$ cat src/rtl/synth_pkg.sv
`default_nettype none
// +-----------------------------------------------------------------------+
// | Package : synth_pkg                                                   |
// | Shared types and constants for the synth voice allocator: command     |
// | word layout, field widths, special note codes, waveform and FSM       |
// | state encodings.                                                      |
// | Revision: 1.0 - initial release                                       |
// +-----------------------------------------------------------------------+
package synth_pkg;

    // Command word layout (low 16 bits of the bus write)
    localparam int c_cmd_w        = 16;
    localparam int c_cmd_on_bit   = 15;
    localparam int c_cmd_note_lsb = 8;
    localparam int c_cmd_vel_lsb  = 0;

    localparam int NOTE_W = 7;
    localparam int VEL_W  = 8;

    // An "on" with this note rotates the waveform; an "off" with this note
    // silences every voice.
    localparam logic [NOTE_W-1:0] WAVE_CMD_NOTE = 7'd0;
    localparam logic [NOTE_W-1:0] STOP_ALL_NOTE = 7'd127;

    typedef enum logic [1:0] {
        WAVE_SINE   = 2'd0,
        WAVE_SQUARE = 2'd1,
        WAVE_SAW    = 2'd2,
        WAVE_TRI    = 2'd3
    } wave_t;

    typedef enum logic [1:0] {
        ST_IDLE   = 2'd0,
        ST_LOOKUP = 2'd1,
        ST_COMMIT = 2'd2
    } state_t;

endpackage
`default_nettype wire

$ cat src/rtl/synth_cmd_fifo.sv
`default_nettype none
// +-----------------------------------------------------------------------+
// | Module  : synth_cmd_fifo                                              |
// | First-word-fall-through command FIFO. A push into a full FIFO is      |
// | accepted only when a pop happens in the same cycle.                   |
// | Ports   : clk, reset (async, active-high), i_push, i_pop, i_wdata,    |
// |           o_rdata (head entry), o_full, o_empty, o_count.             |
// | Revision: 1.0 - initial release                                       |
// +-----------------------------------------------------------------------+
module synth_cmd_fifo #(
    parameter int WIDTH = 16,
    parameter int DEPTH = 4
) (
    input  logic                   clk,
    input  logic                   reset,
    input  logic                   i_push,
    input  logic                   i_pop,
    input  logic [WIDTH-1:0]       i_wdata,
    output logic [WIDTH-1:0]       o_rdata,
    output logic                   o_full,
    output logic                   o_empty,
    output logic [$clog2(DEPTH):0] o_count
);

    localparam int             c_aw         = $clog2(DEPTH);
    localparam logic [c_aw:0]  c_full_count = (c_aw+1)'(DEPTH);

    logic [WIDTH-1:0] r_mem [DEPTH];
    logic [c_aw-1:0]  r_wr_ptr;
    logic [c_aw-1:0]  r_rd_ptr;
    logic [c_aw:0]    r_count;
    logic             w_do_push;
    logic             w_do_pop;

    assign w_do_pop  = i_pop && (r_count != '0);
    assign w_do_push = i_push && ((r_count != c_full_count) || w_do_pop);

    always_ff @(posedge clk or posedge reset) begin
        if (reset) begin
            r_wr_ptr <= '0;
            r_rd_ptr <= '0;
            r_count  <= '0;
        end else begin
            if (w_do_push) r_wr_ptr <= r_wr_ptr + c_aw'(1);
            if (w_do_pop)  r_rd_ptr <= r_rd_ptr + c_aw'(1);
            case ({w_do_push, w_do_pop})
                2'b10:   r_count <= r_count + (c_aw+1)'(1);
                2'b01:   r_count <= r_count - (c_aw+1)'(1);
                default: r_count <= r_count;
            endcase
        end
    end

    // Storage needs no reset: the pointers define which entries are live.
    always_ff @(posedge clk) begin
        if (w_do_push) r_mem[r_wr_ptr] <= i_wdata;
    end

    assign o_rdata = r_mem[r_rd_ptr];
    assign o_full  = (r_count == c_full_count);
    assign o_empty = (r_count == '0);
    assign o_count = r_count;

endmodule
`default_nettype wire

$ cat src/rtl/synth_voice_allocator.sv
`default_nettype none
// +-----------------------------------------------------------------------+
// | Module  : synth_voice_allocator                                       |
// | Polyphonic voice allocator. Note on/off commands arrive over a small  |
// | Avalon-MM slave, queue in a FIFO and are applied to the voice table   |
// | by an IDLE -> LOOKUP -> COMMIT sequencer.                             |
// | Ports   : clk, reset (async, active-high)                             |
// |           avs_s0_write/_writedata : command push                      |
// |           avs_s0_read/_readdata   : registered status word            |
// |           o_voice_valid/_note/_vel: voice table                       |
// |           o_wave_sel, o_busy                                          |
// | Option  : `define VOICE_STEAL_EN to evict the oldest voice when no    |
// |           slot is free (default: the command is dropped).             |
// | Revision: 1.0 - initial release                                       |
// +-----------------------------------------------------------------------+
module synth_voice_allocator
    import synth_pkg::*;
#(
    parameter int NVOICES    = 16,
    parameter int FIFO_DEPTH = 4
) (
    input  logic                      clk,
    input  logic                      reset,
    input  logic                      avs_s0_write,
    input  logic [31:0]               avs_s0_writedata,
    input  logic                      avs_s0_read,
    output logic [31:0]               avs_s0_readdata,
    output logic [NVOICES-1:0]        o_voice_valid,
    output logic [NOTE_W*NVOICES-1:0] o_voice_note,
    output logic [VEL_W*NVOICES-1:0]  o_voice_vel,
    output logic [1:0]                o_wave_sel,
    output logic                      o_busy
);

    localparam int c_idx_w = $clog2(NVOICES);
    localparam int c_cnt_w = $clog2(FIFO_DEPTH) + 1;

    state_t               r_state;
    state_t               w_next_state;
    logic                 w_pop;
    logic [c_cmd_w-1:0]   w_fifo_rdata;
    logic                 w_fifo_full;
    logic                 w_fifo_empty;
    logic [c_cnt_w-1:0]   w_fifo_count;
    logic                 w_unused;

    logic [c_cmd_w-1:0]   r_cmd;
    logic                 w_cmd_on;
    logic [NOTE_W-1:0]    w_cmd_note;
    logic [VEL_W-1:0]     w_cmd_vel;

    logic [NVOICES-1:0]   r_valid;
    logic [NOTE_W-1:0]    r_note [NVOICES];
    logic [VEL_W-1:0]     r_vel  [NVOICES];
    logic [c_idx_w-1:0]   r_age  [NVOICES];

    logic                 w_match_hit, r_match_hit;
    logic [c_idx_w-1:0]   w_match_idx, r_match_idx;
    logic                 w_free_hit,  r_free_hit;
    logic [c_idx_w-1:0]   w_free_idx,  r_free_idx;
    logic                 w_oldest_hit;
    logic [c_idx_w-1:0]   w_oldest_idx, r_oldest_idx;
    logic [c_idx_w-1:0]   w_oldest_age;

    logic                 w_commit;
    logic                 w_can_alloc;
    logic                 w_new_voice;
    logic                 w_cmd_drop;
    logic                 w_fifo_drop;
    logic [c_idx_w-1:0]   w_target;
    logic [15:0]          w_valid_ext;

    wave_t                r_wave;
    logic                 r_drop;
    logic [31:0]          r_readdata;

    // Upper half of the bus word carries nothing.
    assign w_unused = ^avs_s0_writedata[31:16];

    synth_cmd_fifo #(
        .WIDTH (c_cmd_w),
        .DEPTH (FIFO_DEPTH)
    ) u_fifo (
        .clk     (clk),
        .reset   (reset),
        .i_push  (avs_s0_write),
        .i_pop   (w_pop),
        .i_wdata (avs_s0_writedata[c_cmd_w-1:0]),
        .o_rdata (w_fifo_rdata),
        .o_full  (w_fifo_full),
        .o_empty (w_fifo_empty),
        .o_count (w_fifo_count)
    );

    // ---------------- sequencer ----------------
    always_ff @(posedge clk or posedge reset) begin
        if (reset) r_state <= ST_IDLE;
        else       r_state <= w_next_state;
    end

    always_comb begin
        w_next_state = r_state;
        w_pop        = 1'b0;
        case (r_state)
            ST_IDLE: begin
                if (!w_fifo_empty) begin
                    w_pop        = 1'b1;
                    w_next_state = ST_LOOKUP;
                end
            end
            ST_LOOKUP: w_next_state = ST_COMMIT;
            ST_COMMIT: w_next_state = ST_IDLE;
            default:   w_next_state = ST_IDLE;
        endcase
    end

    always_ff @(posedge clk or posedge reset) begin
        if (reset)      r_cmd <= '0;
        else if (w_pop) r_cmd <= w_fifo_rdata;
    end

    assign w_cmd_on   = r_cmd[c_cmd_on_bit];
    assign w_cmd_note = r_cmd[c_cmd_note_lsb +: NOTE_W];
    assign w_cmd_vel  = r_cmd[c_cmd_vel_lsb +: VEL_W];

    // ---------------- lookup ----------------
    always_comb begin
        w_match_hit  = 1'b0;
        w_match_idx  = '0;
        w_free_hit   = 1'b0;
        w_free_idx   = '0;
        w_oldest_hit = 1'b0;
        w_oldest_idx = '0;
        w_oldest_age = '0;
        // Descending scan so the lowest free index wins.
        for (int i = NVOICES - 1; i >= 0; i--) begin
            if (!r_valid[i]) begin
                w_free_hit = 1'b1;
                w_free_idx = c_idx_w'(i);
            end
        end
        // Strict '>' keeps the lowest index on equal ages.
        for (int i = 0; i < NVOICES; i++) begin
            if (r_valid[i] && (r_note[i] == w_cmd_note)) begin
                w_match_hit = 1'b1;
                w_match_idx = c_idx_w'(i);
            end
            if (r_valid[i] && (!w_oldest_hit || (r_age[i] > w_oldest_age))) begin
                w_oldest_hit = 1'b1;
                w_oldest_idx = c_idx_w'(i);
                w_oldest_age = r_age[i];
            end
        end
    end

    always_ff @(posedge clk or posedge reset) begin
        if (reset) begin
            r_match_hit  <= 1'b0;
            r_match_idx  <= '0;
            r_free_hit   <= 1'b0;
            r_free_idx   <= '0;
            r_oldest_idx <= '0;
        end else if (r_state == ST_LOOKUP) begin
            r_match_hit  <= w_match_hit;
            r_match_idx  <= w_match_idx;
            r_free_hit   <= w_free_hit;
            r_free_idx   <= w_free_idx;
            r_oldest_idx <= w_oldest_idx;
        end
    end

    // ---------------- commit ----------------
    assign w_commit = (r_state == ST_COMMIT);
    assign w_target = r_free_hit ? r_free_idx : r_oldest_idx;

`ifdef VOICE_STEAL_EN
    assign w_can_alloc = 1'b1;
`else
    assign w_can_alloc = r_free_hit;
`endif

    assign w_new_voice = w_commit && w_cmd_on && (w_cmd_note != WAVE_CMD_NOTE)
                         && !r_match_hit && w_can_alloc;
    assign w_cmd_drop  = w_commit && w_cmd_on && (w_cmd_note != WAVE_CMD_NOTE)
                         && !r_match_hit && !w_can_alloc;

    // Active notes are never 0, so a wave command can never match a voice
    // and falls through every branch below untouched.
    always_ff @(posedge clk or posedge reset) begin
        if (reset) begin
            r_valid <= '0;
            for (int i = 0; i < NVOICES; i++) begin
                r_note[i] <= '0;
                r_vel[i]  <= '0;
                r_age[i]  <= '0;
            end
        end else if (w_commit) begin
            if (!w_cmd_on && (w_cmd_note == STOP_ALL_NOTE)) begin
                r_valid <= '0;
                for (int i = 0; i < NVOICES; i++) r_age[i] <= '0;
            end else if (w_cmd_on && r_match_hit) begin
                r_vel[r_match_idx] <= w_cmd_vel;
            end else if (w_new_voice) begin
                for (int i = 0; i < NVOICES; i++) begin
                    if (r_valid[i] && (c_idx_w'(i) != w_target))
                        r_age[i] <= r_age[i] + c_idx_w'(1);
                end
                r_valid[w_target] <= 1'b1;
                r_note[w_target]  <= w_cmd_note;
                r_vel[w_target]   <= w_cmd_vel;
                r_age[w_target]   <= '0;
            end else if (!w_cmd_on && r_match_hit) begin
                r_valid[r_match_idx] <= 1'b0;
                r_age[r_match_idx]   <= '0;
            end
        end
    end

    always_ff @(posedge clk or posedge reset) begin
        if (reset)
            r_wave <= WAVE_SINE;
        else if (w_commit && w_cmd_on && (w_cmd_note == WAVE_CMD_NOTE))
            r_wave <= wave_t'(r_wave + 2'd1);
    end

    // ---------------- status ----------------
    assign w_fifo_drop = avs_s0_write && w_fifo_full && !w_pop;

    // A new drop outranks the clear-on-read so no event is lost.
    always_ff @(posedge clk or posedge reset) begin
        if (reset)                           r_drop <= 1'b0;
        else if (w_fifo_drop || w_cmd_drop)  r_drop <= 1'b1;
        else if (avs_s0_read)                r_drop <= 1'b0;
    end

    always_comb begin
        w_valid_ext = '0;
        for (int i = 0; i < NVOICES; i++) w_valid_ext[i] = r_valid[i];
    end

    always_ff @(posedge clk or posedge reset) begin
        if (reset)
            r_readdata <= '0;
        else if (avs_s0_read)
            r_readdata <= {12'd0, o_busy, r_drop, r_wave, w_valid_ext};
    end

    // ---------------- outputs ----------------
    generate
        for (genvar gi = 0; gi < NVOICES; gi++) begin : g_voice_out
            assign o_voice_note[NOTE_W*gi +: NOTE_W] = r_note[gi];
            assign o_voice_vel[VEL_W*gi +: VEL_W]    = r_vel[gi];
        end
    endgenerate

    assign o_voice_valid   = r_valid;
    assign o_wave_sel      = r_wave;
    assign o_busy          = (w_fifo_count != '0) || (r_state != ST_IDLE);
    assign avs_s0_readdata = r_readdata;

endmodule
`default_nettype wire

$ cat config.mk
export PLATFORM = sky130hd
export DESIGN_NAME = synth_voice_allocator
export DESIGN_NICKNAME = d
export VERILOG_FILES = /design/src/rtl/synth_pkg.sv /design/src/rtl/synth_cmd_fifo.sv /design/src/rtl/synth_voice_allocator.sv
export SDC_FILE = /design/constraint.sdc
export NUM_CORES = 1
export LEC_CHECK = 0
export ABC_AREA = 1
export BUFFER_PORTS_ARGS = -buffer_cell sky130_fd_sc_hd__buf_4
export CORE_MARGIN = 3
export CORE_UTILIZATION = 45
export CTS_CLUSTER_SIZE = 14
export DETAILED_ROUTE_END_ITERATION = 6
export PLACE_DENSITY = 0.65
export SYNTH_ARGS = -nofsm -noshare
export SYNTH_HDL_FRONTEND = slang
export SYNTH_SLANG_ARGS = --single-unit
$ cat constraint.sdc
create_clock -name clk -period 22.4 [get_ports clk]
set_input_delay 4.48 -clock clk [delete_from_list [all_inputs] [get_ports clk]]
set_output_delay 4.48 -clock clk [all_outputs]
set_load 0.005 [all_outputs]
==> out/results.md, run 1 <==
CTS
* 446 — number of sinks handled by clock tree synthesis
* built — TritonCTS clock tree
* 0.06 ns — clock transition at the register clock pins on the worst setup and hold paths after CTS
* 2 — number of levels the H-tree was split into
* 0 — post-CTS setup buffer count
* 49 — number of buffers added by the clock tree synthesis step
* 3 — maximum clock insertion buffer count
* 0.60 ns — worst-skew pair later-pin latency
* 0 — Hold Buf Count CTS
* 0 — PostCTS Resize Cnt
* sky130_fd_sc_hd__clkbuf_16 — clock tree root buffer cell

Synthesis
* sky130_fd_sc_hd__dfrtp_1 — biggest area consumer among synthesized cells
* 2674 — number of instances in the synthesized netlist
* sky130_fd_sc_hd__dfrtp_1 (42%), sky130_fd_sc_hd__nand2_1 (9.9%), sky130_fd_sc_hd__o21ai_0 (8.6%) — dominant cells by area after synthesis
* 0.5080 — sequential element share of the synthesized area
* 8.452 sq um — mean instance size in the synthesized netlist
* 64 — number of enable-type register cells in the synthesized netlist
* 0.4229 — portion of synthesized cell area occupied by the leading cell type
* 0.02260 sq mm — Synth Cell Area
* 446 — Synth Register Bits
* 0.8565 — share of synthesized flip-flops with an asynchronous set or reset
* 0 — yosys synthesis warning count
* sky130_fd_sc_hd__dfrtp_1 — Most used DFF post-synth
* 55 — post-synthesis cell type count

Floorplan
* 327 — Ports
* 0.04925 sq mm — CORE AREA
* 230.1 microns — height of the die
* 0.05295 sq mm — Die Footprint
* 230.1 microns — horizontal die dimension
* 0.4589 — starting utilization of the core area
* 81 — number of standard-cell rows in the floorplan

Final layout
* 0 — Ant. Diodes
* 3609 — number of standard cells in the final layout excluding fillers
* 3016 — Final nets
* 19.42% — area delta synth->final
* sky130_fd_sc_hd__nand2_1 (597), sky130_fd_sc_hd__o21ai_0 (390), sky130_fd_sc_hd__dfrtp_1 (382) — most used cells in the layout excluding fill and tap cells
* 0.1579 — share of layout cells above drive strength 1
* sky130_fd_sc_hd__nand2_1 — most common library cell in the layout ignoring fill and taps
* 0.02699 sq mm — Final Cell Area

Global routing
* 19330 — via count of the first global-routing pass
* 0.2642 — total global routing track utilization
* 115 — maximum number of pins on one net before global-route repair
* 111.1 mm — wire length of the first global-routing pass
* 0 — total congestion overflow after global routing
* 1 — initial antenna violation count

Placement
* 0.9152 — Final GP Congestion
* 50.08 mm — dpl hpwl
* 298 — number of input and output port buffers inserted
* 3519 — DP Cell Count
* 4.320 ns — setup slack after placement
* 0.02524 sq mm — DP Area

Worst setup path
* flop to flop — kind of critical path
* flop — crit start category
* 18.86 ns — critical path data arrival time
* 22.90 ns — required time at the worst-slack endpoint
* flop — Critical Path End Type
* sky130_fd_sc_hd__nand2_1 — most prevalent standard cell on the critical path
* 0.66 ns — CP max stage delay
* 14 — biggest fanout along the worst timing path
* sky130_fd_sc_hd__dfrtp_1 — Slowest-stage cell, CP

Timing
* 0.2505 — headroom to the max-slew limit
* 0.8196 — fin crit share
* 0 — final setup violation count
* 4.041 ns — smallest setup slack after layout
* 0 — Slew Viols, Final
* false — unrepaired setup endpoints after global routing
* 18.36 ns — min cycle time layout
* 0 ns — final-layout setup total negative slack
* 0.05447 GHz — upper clock frequency limit
* 0 — Hold Violations, Final
* 0.01797 ns — clock tree skew after final layout
* 1.124 ns — transition time of the tightest slew-check pin

Detailed routing
* 5.556 — post-DR vias/cell
* 19.71 microns — average wire per cell in the routed design
* 20050 — Via Count
* 71.12 mm — drt total wl
* 0 — number of remaining DRC errors
* 0 — remaining antenna violation count after routing
* 7 — TritonRoute pass-1 iters
* 1709 — drt initial violations

Run
* 0 — number of violations of the max-capacitance limit

Min path
* flop to flop — class of the tightest hold or removal check

Outcome
* completed — result of the run

final timing paths:
path,startpoint,end,slack [ns],depth (start not counted)
hold / removal,o_voice_vel[29]$_DFFE_PP0P_,o_voice_vel[29]$_DFFE_PP0P_,0.49,2
min in group asynchronous,reset,o_voice_note[21]$_DFFE_PP0P_,4.01,2
hold reg to reg,o_voice_vel[29]$_DFFE_PP0P_,o_voice_vel[29]$_DFFE_PP0P_,0.49,2
setup / recovery,o_voice_valid[0]$_DFFE_PP0P_,r_oldest_idx[3]$_DFFE_PP0N_,4.04,142
setup reg to reg,o_voice_valid[0]$_DFFE_PP0P_,r_oldest_idx[3]$_DFFE_PP0N_,4.04,142
max in group asynchronous,reset,avs_s0_readdata[7]$_DFFE_PP0P_,16.11,4
flip-flops by register name, indices dropped and copies added, names as in the netlist, 3 cells and up:
signal / count
r_cmd: 16
avs_s0_readdata: 20
o_voice_vel: 128
r_age: 64
r_free_idx: 4
o_voice_valid: 16
u_fifo.r_mem: 64
r_oldest_idx: 4
o_voice_note: 112
u_fifo.o_count: 3
r_match_idx: 4
synthesized netlist by cell type (all sizes together) (18+ instances only):
| master | instances |
|---|---|
| nor4 | 22 |
| nand4 | 29 |
| nor2 | 213 |
| dfrtp | 382 |
| nand2 | 631 |
| nand3 | 98 |
| xor2 | 33 |
| edfxtp | 64 |
| buf | 33 |
| inv | 242 |
| a22oi | 42 |
| o21ai | 399 |
| clkbuf | 114 |
| a21oi | 128 |
| ha | 73 |
| xnor2 | 21 |
| a31oi | 18 |
logic make-up (layout without fill, tap and decap cells):
| family | Yosys count | after routing | synth area share |
|---|---|---|---|
| other | 1 | 12 | 0.0001659 |
| XOR/XNOR | 54 | 54 | 0.02093 |
| buffers and inverters | 397 | 657 | 0.07086 |
| flip-flops | 446 | 446 | 0.5080 |
| AND/OR/NAND/NOR | 1021 | 1021 | 0.1892 |
| adder cells (fa/ha/maj) | 74 | 74 | 0.04130 |
| multiplexers | 2 | 2 | 0.0009964 |
| AO/OA/AOI/OAI | 679 | 679 | 0.1686 |
layout make-up:
type,instances,area [sq um]
Tap cell,664,830.8
Fill cell,4557,22260
Clock buffer,70,1426
Inverter,250,948.4
Clock inverter,20,327.8
Timing Repair Buffer,317,2380
Multi-Input combinational cell,1842,9597
Sequential cell,446,11480
routing by layer:
metal | wire, microns | GRT usage | vias to the layer above
met2 | 33760 | 0.4336 | 727
met4 | 2304 | 0.09314 | 2
met5 | 16 | 0 | -
met3 | 4629 | 0.04435 | 130
met1 | 30410 | 0.3554 | 9794
li1 | - | - | 9397
metrics by stage:
stage / hold WS [ns] / utilization
floorplan: 0.4498 / -
finish: 0.4876 / 0.5480
detailed placement: 0.4749 / 0.5124
global placement: 0.4692 / 0.5124
CTS: 0.4903 / 0.5480
global route: 0.5083 / 0.5480
worst max-delay path: cells and delay by family, from the launching register on:
family | cells | cell delay, ns
buf+inv | 13 | 0.59
simple gates | 84 | 7.55
flops | 1 | 0.66
fa+ha+maj | 15 | 4.72
compound gates | 30 | 4.66
Power of run 1 is not shown: default switching activity piles up to over one toggle a cycle in this logic, so the estimate is an artifact.
==> run 2, diff against run 1 <==
- clock period: 22.4 -> 17 ns (I/O delays scaled with it)
==> run 2 against run 1 <==
Effect of this change:
- the flow now finishes with violations (DRC)
- clock skew rose by 0.015 ns
- final cell count rose by 2.7%
- die area did not move
- register-to-register slack got worse by 3.6 ns
- via count rose by 2.8%
- utilization rose by 2.6 points
- design area rose by 4.7%
- global-route usage rose by 0.19 points
- worst setup slack got worse by 3.6 ns
- critical path depth rose by 3
- sequential share of layout area fell by 1.9 points
- fmax rose by 11%
- highest routed layer is now met4
==> out/results.md, run 2 (same netlist as run 1, synthesis figures left out) <==
Worst setup path
* flop — Critical Path End Type, unchanged
* 12 — CP bufs+invs, was 13
* simple AND/OR/NAND/NOR gates — Worst path top cell family by delay, unchanged
* sky130_fd_sc_hd__dfrtp_2 — Slowest-stage cell, CP, was sky130_fd_sc_hd__dfrtp_1
* flop — crit start category, unchanged
* 17.47 ns — required time at the worst-slack endpoint, was 22.90 ns
* 8 — biggest fanout along the worst timing path, was 14
* 0.51 ns — CP max stage delay, was 0.66 ns
* sky130_fd_sc_hd__nand2_1 — most prevalent standard cell on the critical path, unchanged
* 17.05 ns — critical path data arrival time, was 18.86 ns
* flop to flop — kind of critical path, unchanged

Timing
* 0 — final setup violation count, unchanged
* true — unrepaired setup endpoints after global routing, was false
* 0 — Slew Viols, Final, unchanged
* 0.06029 GHz — upper clock frequency limit, was 0.05447 GHz
* 16.59 ns — min cycle time layout, was 18.36 ns
* 1.158 ns — transition time of the tightest slew-check pin, was 1.124 ns
* 0.03258 ns — clock tree skew after final layout, was 0.01797 ns
* 0.4137 ns — smallest setup slack after layout, was 4.041 ns
* 0 — Hold Violations, Final, unchanged
* 0.9757 — fin crit share, was 0.8196
* 0.2252 — headroom to the max-slew limit, was 0.2505

Final layout
* sky130_fd_sc_hd__nand2_1 — most common library cell in the layout ignoring fill and taps, unchanged
* sky130_fd_sc_hd__nand2_1 (562), sky130_fd_sc_hd__buf_4 (414), sky130_fd_sc_hd__dfrtp_1 (381) — most used cells in the layout excluding fill and tap cells, was sky130_fd_sc_hd__nand2_1 (597), sky130_fd_sc_hd__o21ai_0 (390), sky130_fd_sc_hd__dfrtp_1 (382)
* 24.98% — area delta synth->final, was 19.42%
* 0.2215 — share of layout cells above drive strength 1, was 0.1579
* 3117 — Final nets, was 3016
* 128 — Largest register FFs, unchanged
* 0 — Ant. Diodes, unchanged
* 0.02825 sq mm — Final Cell Area, was 0.02699 sq mm

Detailed routing
* 7 — TritonRoute pass-1 iters, unchanged
* 20600 — Via Count, was 20050
* 5.558 — post-DR vias/cell, was 5.556
* 2 — number of remaining DRC errors, was 0
* 19.65 microns — average wire per cell in the routed design, was 19.71 microns
* 0 — remaining antenna violation count after routing, unchanged
* 72.86 mm — drt total wl, was 71.12 mm
* 1513 — drt initial violations, was 1709

CTS
* sky130_fd_sc_hd__clkbuf_16 — clock tree root buffer cell, unchanged
* 48 — number of buffers added by the clock tree synthesis step, was 49
* 0 — Hold Buf Count CTS, unchanged
* 0.60 ns — worst-skew pair later-pin latency, about the same
* 0.06 ns — clock transition at the register clock pins on the worst setup and hold paths after CTS, about the same
* 2 — number of levels the H-tree was split into, unchanged
* 3 — maximum clock insertion buffer count, unchanged
* built — TritonCTS clock tree, unchanged
* 446 — number of sinks handled by clock tree synthesis, unchanged

Global routing
* 0 — initial antenna violation count, was 1
* 0 — total congestion overflow after global routing, unchanged
* 114 — maximum number of pins on one net before global-route repair, was 115
* 0.2662 — total global routing track utilization, was 0.2642
* 19690 — via count of the first global-routing pass, was 19330
* 112.3 mm — wire length of the first global-routing pass, was 111.1 mm

Placement
* -0.2601 ns — setup slack after placement, was 4.320 ns
* 50.14 mm — dpl hpwl, was 50.08 mm
* 298 — number of input and output port buffers inserted, unchanged
* 0.9146 — Final GP Congestion, was 0.9152
* 0.02569 sq mm — DP Area, was 0.02524 sq mm

Min path
* flop to flop — class of the tightest hold or removal check, unchanged

Floorplan
* 230.1 microns — height of the die, unchanged
* 0.4589 — starting utilization of the core area, unchanged
* 81 — number of standard-cell rows in the floorplan, unchanged
* 0.05295 sq mm — Die Footprint, unchanged
* 0.04925 sq mm — CORE AREA, unchanged
* 327 — Ports, unchanged
* 230.1 microns — horizontal die dimension, unchanged

Outcome
* complete, but fails checks — result of the run, was completed
* DRC — failing checks

Run
* 0 — number of violations of the max-capacitance limit, unchanged

-- run 2: cell type report --
class                   instances  area (sq um)
well taps                     664         830.8
repair buffers                416          3131
clock inverters                20         240.2
clock buffers                  66          1380
flip-flops and latches        446         11480
fillers                      4397         21010
multi-input cells            1845         10230
inverters                     250         953.4
-- run 2: final timing paths --
path	start	endpoint	slack, ns	cells after the start
hold reg to reg	o_voice_vel[0]$_DFFE_PP0P_	o_voice_vel[0]$_DFFE_PP0P_	0.49	2
hold / removal	o_voice_vel[0]$_DFFE_PP0P_	o_voice_vel[0]$_DFFE_PP0P_	0.49	2
min in group asynchronous	reset	o_voice_note[22]$_DFFE_PP0P_	2.86	2
setup reg to reg	o_voice_valid[0]$_DFFE_PP0P_	r_oldest_idx[3]$_DFFE_PP0N_	0.41	145
setup / recovery	o_voice_valid[0]$_DFFE_PP0P_	r_oldest_idx[3]$_DFFE_PP0N_	0.41	145
max in group asynchronous	reset	o_voice_note[60]$_DFFE_PP0P_	10.92	5
-- run 2: routing by layer --
layer / share of wire / vias to the layer above / wire length [microns] / track usage
met2: 0.47 / 738 / 34450 / 0.4321
met3: 0.064 / 172 / 4674 / 0.04237
met5: 0 / - / 0 / 0
li1: - / 9633 / - / -
met1: 0.43 / 10060 / 31020 / 0.3605
met4: 0.037 / 0 / 2702 / 0.1013
-- run 2: worst min-delay path, stage by stage (launching register included) --
cell and delay (ns):
sky130_fd_sc_hd__dfrtp_1 0.34, sky130_fd_sc_hd__nand2_1 0.05, sky130_fd_sc_hd__o21ai_0 0.06
-- run 2: stage by stage --
step	setup TNS (ns)	util	instances	hold WS, ns
after floorplan	0	-	2685	0.4498
after global placement	0	0.5215	3579	0.4692
after detailed placement	-0.7418	0.5215	3579	0.4728
after CTS	0	0.5549	3666	0.4908
after global routing	-3.334	0.5735	3707	0.5061
final	0	0.5735	3707	0.4853
-- run 2: timing repair --
| action | in CTS | in global routing |
|---|---|---|
| hold endpoints to repair | 0 | 0 |
| gates cloned | 0 | 3 |
| buffers inserted | 1 | 38 |
| pin swaps | 0 | 112 |
| setup endpoints to repair | 4 | 4 |
| resized for setup | 11 | 160 |
Power of run 2 is left out for the same reason.
==> run 3, diff against run 2 <==
- SYNTH_HIERARCHICAL: not set -> 1
==> run 3 against run 2 <==
Effect of this change:
- the flow now finishes without violations
- final cell count is 1.3% higher
- worst hold slack better by 0.0015 ns
- die area is 1.9% higher
- wire length is 5.3% higher
- sequential cell count stayed put
- critical path depth is 3 higher
- via count is 2.8% higher
- first-iteration DRC count is 24% higher
==> out/results.md, run 3 <==
Outcome
* completed — result of the run, was complete, but fails checks

Global routing
* 0.2729 — total global routing track utilization, was 0.2662
* 19960 — via count of the first global-routing pass, was 19690
* 115.8 mm — wire length of the first global-routing pass, was 112.3 mm
* 110 — maximum number of pins on one net before global-route repair, was 114
* 0 — total congestion overflow after global routing, unchanged
* 0 — initial antenna violation count, unchanged

Floorplan
* 232.2 microns — horizontal die dimension, was 230.1 microns
* 0.05038 sq mm — CORE AREA, was 0.04925 sq mm
* 0.05393 sq mm — Die Footprint, was 0.05295 sq mm
* 232.2 microns — height of the die, was 230.1 microns
* 0.4572 — starting utilization of the core area, was 0.4589
* 327 — Ports, unchanged
* 82 — number of standard-cell rows in the floorplan, was 81

Worst setup path
* r_oldest_idx[2]$_DFFE_PP0N_ — endpoint of the most critical register-to-register path, was r_oldest_idx[3]$_DFFE_PP0N_
* sky130_fd_sc_hd__dfrtp_2 — Slowest-stage cell, CP, unchanged
* flop — Critical Path End Type, unchanged
* flop — crit start category, unchanged
* 8 — biggest fanout along the worst timing path, unchanged
* 148 — number of gates on the worst path with buffers counted, was 145
* 17 — CP bufs+invs, was 12
* flop to flop — kind of critical path, unchanged
* simple AND/OR/NAND/NOR gates — Worst path top cell family by delay, unchanged
* o_voice_valid[0]$_DFFE_PP0P_ — source of the worst register-to-register timing path, unchanged
* 0.50 ns — CP max stage delay, was 0.51 ns
* 17.48 ns — required time at the worst-slack endpoint, was 17.47 ns
* 148 — cell depth of the worst flop-to-flop path, was 145
* 0.12 ns — Reg2Reg Setup Slack, was 0.41 ns
* sky130_fd_sc_hd__nand2_1 — most prevalent standard cell on the critical path, unchanged
* 17.36 ns — critical path data arrival time, was 17.05 ns

Final layout
* 24.60% — area delta synth->final, was 24.98%
* sky130_fd_sc_hd__nand2_1 — most common library cell in the layout ignoring fill and taps, unchanged
* 3755 — number of standard cells in the final layout excluding fillers, was 3707
* sky130_fd_sc_hd__nand2_1 (530), sky130_fd_sc_hd__o21ai_0 (422), sky130_fd_sc_hd__buf_4 (395) — most used cells in the layout excluding fill and tap cells, was sky130_fd_sc_hd__nand2_1 (562), sky130_fd_sc_hd__buf_4 (414), sky130_fd_sc_hd__dfrtp_1 (381)
* 0 — Ant. Diodes, unchanged
* 128 — Largest register FFs, unchanged
* 0.02870 sq mm — Final Cell Area, was 0.02825 sq mm
* 0.2225 — share of layout cells above drive strength 1, was 0.2215
* 3154 — Final nets, was 3117

Placement
* 0.9512 — Final GP Congestion, was 0.9146
* 298 — number of input and output port buffers inserted, unchanged
* 0.02589 sq mm — DP Area, was 0.02569 sq mm
* -0.3873 ns — setup slack after placement, was -0.2601 ns
* 52.79 mm — dpl hpwl, was 50.14 mm
* 3621 — DP Cell Count, was 3579

Timing
* 0.01861 ns — clock tree skew after final layout, was 0.03258 ns
* 0.9928 — fin crit share, was 0.9757
* 0 — final setup violation count, unchanged
* true — unrepaired setup endpoints after global routing, unchanged
* 0.05925 GHz — upper clock frequency limit, was 0.06029 GHz
* 0 — Slew Viols, Final, unchanged
* 0.4868 ns — worst hold slack, was 0.4853 ns
* 0.3284 — headroom to the max-slew limit, was 0.2252
* 1.007 ns — transition time of the tightest slew-check pin, was 1.158 ns
* 0 — Hold Violations, Final, unchanged
* 16.88 ns — min cycle time layout, was 16.59 ns
* 0.1229 ns — smallest setup slack after layout, was 0.4137 ns

Pwr
* 13.38 nW — Static Leakage
* 0.330 — part of the total power dissipated in sequential elements
* 0.1047 mV — peak supply drop
* 4.100 mW — total power after layout
* 0.271 — clock share of power
* 142.9 mW/mm^2 — power density relative to cell area
* 1.609 mW — reported net switching power
* 0.3925 — switching fraction of total power
* 0.399 — combinational power share
* 2.491 mW — Internal Dissipation

CTS
* 2 — number of levels the H-tree was split into, unchanged
* 3 — maximum clock insertion buffer count, unchanged
* 0 — Hold Buf Count CTS, unchanged
* built — TritonCTS clock tree, unchanged
* 48 — number of buffers added by the clock tree synthesis step, unchanged
* sky130_fd_sc_hd__clkbuf_16 — clock tree root buffer cell, unchanged
* 0.60 ns — worst-skew pair later-pin latency, about the same
* 446 — number of sinks handled by clock tree synthesis, unchanged
* 0.06 ns — clock transition at the register clock pins on the worst setup and hold paths after CTS, about the same

Synthesis
* 0.8565 — share of synthesized flip-flops with an asynchronous set or reset, unchanged
* sky130_fd_sc_hd__dfrtp_1 — Most used DFF post-synth, unchanged
* 0.02303 sq mm — Synth Cell Area, was 0.02260 sq mm
* 63 — post-synthesis cell type count, was 55
* 6 — yosys synthesis warning count, was 0
* 0.4985 — sequential element share of the synthesized area, was 0.5080
* sky130_fd_sc_hd__dfrtp_1 (42%), sky130_fd_sc_hd__o21ai_0 (9.8%), sky130_fd_sc_hd__nand2_1 (9.2%) — dominant cells by area after synthesis, was sky130_fd_sc_hd__dfrtp_1 (42%), sky130_fd_sc_hd__nand2_1 (9.9%), sky130_fd_sc_hd__o21ai_0 (8.6%)
* 8.424 sq um — mean instance size in the synthesized netlist, was 8.452 sq um
* 0.4150 — portion of synthesized cell area occupied by the leading cell type, was 0.4229
* sky130_fd_sc_hd__nand2_1 — most common cell in the synthesized netlist, unchanged
* sky130_fd_sc_hd__nand2_1 (567), sky130_fd_sc_hd__o21ai_0 (451), sky130_fd_sc_hd__dfrtp_1 (382) — top cell types by occurrence after synthesis, was sky130_fd_sc_hd__nand2_1 (598), sky130_fd_sc_hd__o21ai_0 (390), sky130_fd_sc_hd__dfrtp_1 (382)
* 64 — number of enable-type register cells in the synthesized netlist, unchanged
* 446 — Synth Register Bits, unchanged
* 2734 — number of instances in the synthesized netlist, was 2674
* sky130_fd_sc_hd__dfrtp_1 — biggest area consumer among synthesized cells, unchanged

Detailed routing
* 1873 — drt initial violations, was 1513
* 0 — number of remaining DRC errors, was 2
* 5.642 — post-DR vias/cell, was 5.558
* 6 — TritonRoute pass-1 iters, was 7
* 0 — remaining antenna violation count after routing, unchanged
* 20.44 microns — average wire per cell in the routed design, was 19.65 microns
* 76.75 mm — drt total wl, was 72.86 mm
* 21180 — Via Count, was 20600

Min path
* o_voice_vel[41]$_DFFE_PP0P_ — Worst Hold End, was o_voice_vel[0]$_DFFE_PP0P_
* 2 — hold depth, unchanged
* o_voice_vel[41]$_DFFE_PP0P_ — worst hold path startpoint, was o_voice_vel[0]$_DFFE_PP0P_
* flop to flop — class of the tightest hold or removal check, unchanged

Run
* 0 — number of violations of the max-capacitance limit, unchanged

run 3: kinds of logic after synthesis:
| logic type | share of synthesized area |
|---|---|
| AO/OA/AOI/OAI | 0.1730 |
| XOR/XNOR | 0.02130 |
| adder cells (fa/ha/maj) | 0.03998 |
| buffers and inverters | 0.07404 |
| flip-flops | 0.4985 |
| multiplexers | 0.0004889 |
| other | 0.0001628 |
| AND/OR/NAND/NOR | 0.1925 |
run 3: metal layers:
layer / GRT usage / wire [microns] / up-vias
li1: - / - / 9842
met1: 0.3662 / 31760 / 10410
met2: 0.4380 / 36300 / 782
met3: 0.05962 / 5963 / 148
met4: 0.09508 / 2726 / 0
met5: 0 / 0 / -
run 3: final cells by class:
type / instances / area, sq um
clock inverter: 20 / 294.0
tap: 672 / 840.8
multi-input combinational: 1895 / 10730
fill: 4419 / 21680
inverter: 257 / 984.7
sequential: 446 / 11480
clock buffer: 68 / 1376
timing repair buffer: 397 / 2988
run 3: metrics by stage:
| step | TNS (ns) | utilization |
|---|---|---|
| after floorplan | 0 | - |
| after global placement | 0 | 0.5140 |
| after detailed placement | -1.287 | 0.5140 |
| after CTS | 0 | 0.5478 |
| after global routing | -4.126 | 0.5697 |
| final | 0 | 0.5697 |
run 3: worst max-delay path by stage:
stage | from | end | slack, ns
floorplan | o_voice_valid[0]$_DFFE_PP0P_ | r_oldest_idx[2]$_DFFE_PP0N_ | 1.63
global placement | o_voice_valid[0]$_DFFE_PP0P_ | r_oldest_idx[2]$_DFFE_PP0N_ | 0.006
detailed placement | o_voice_valid[0]$_DFFE_PP0P_ | r_oldest_idx[3]$_DFFE_PP0N_ | -0.39
CTS | o_voice_valid[0]$_DFFE_PP0P_ | r_oldest_idx[3]$_DFFE_PP0N_ | 0.05
global route | o_voice_valid[0]$_DFFE_PP0P_ | r_oldest_idx[3]$_DFFE_PP0N_ | -1.05
finish | o_voice_valid[0]$_DFFE_PP0P_ | r_oldest_idx[2]$_DFFE_PP0N_ | 0.12
run 3: power groups by stage:
stage / Clock [mW] / Sequential [mW] / Combinational (mW)
after floorplan: 0 / 1.33 / 0.951
after global placement: 0 / 1.36 / 1.38
after detailed placement: 0 / 1.36 / 1.43
after CTS: 1.12 / 1.35 / 1.44
after global routing: 1.17 / 1.37 / 1.80
final: 1.11 / 1.35 / 1.63
run 3: what timing repair did:
action,CTS,global route
resized for setup,19,175
setup buffers,2,39
setup endpoints to repair,4,4
endpoints found under the hold margin,0,0
pin swaps,1,117
gates cloned,0,5
run 3: worst min-delay path: stages, from the launching register on:
cell	delay [ns]
sky130_fd_sc_hd__dfrtp_1	0.34
sky130_fd_sc_hd__nand2_1	0.05
sky130_fd_sc_hd__o21ai_0	0.06
Power figures use the tool's default switching activity.
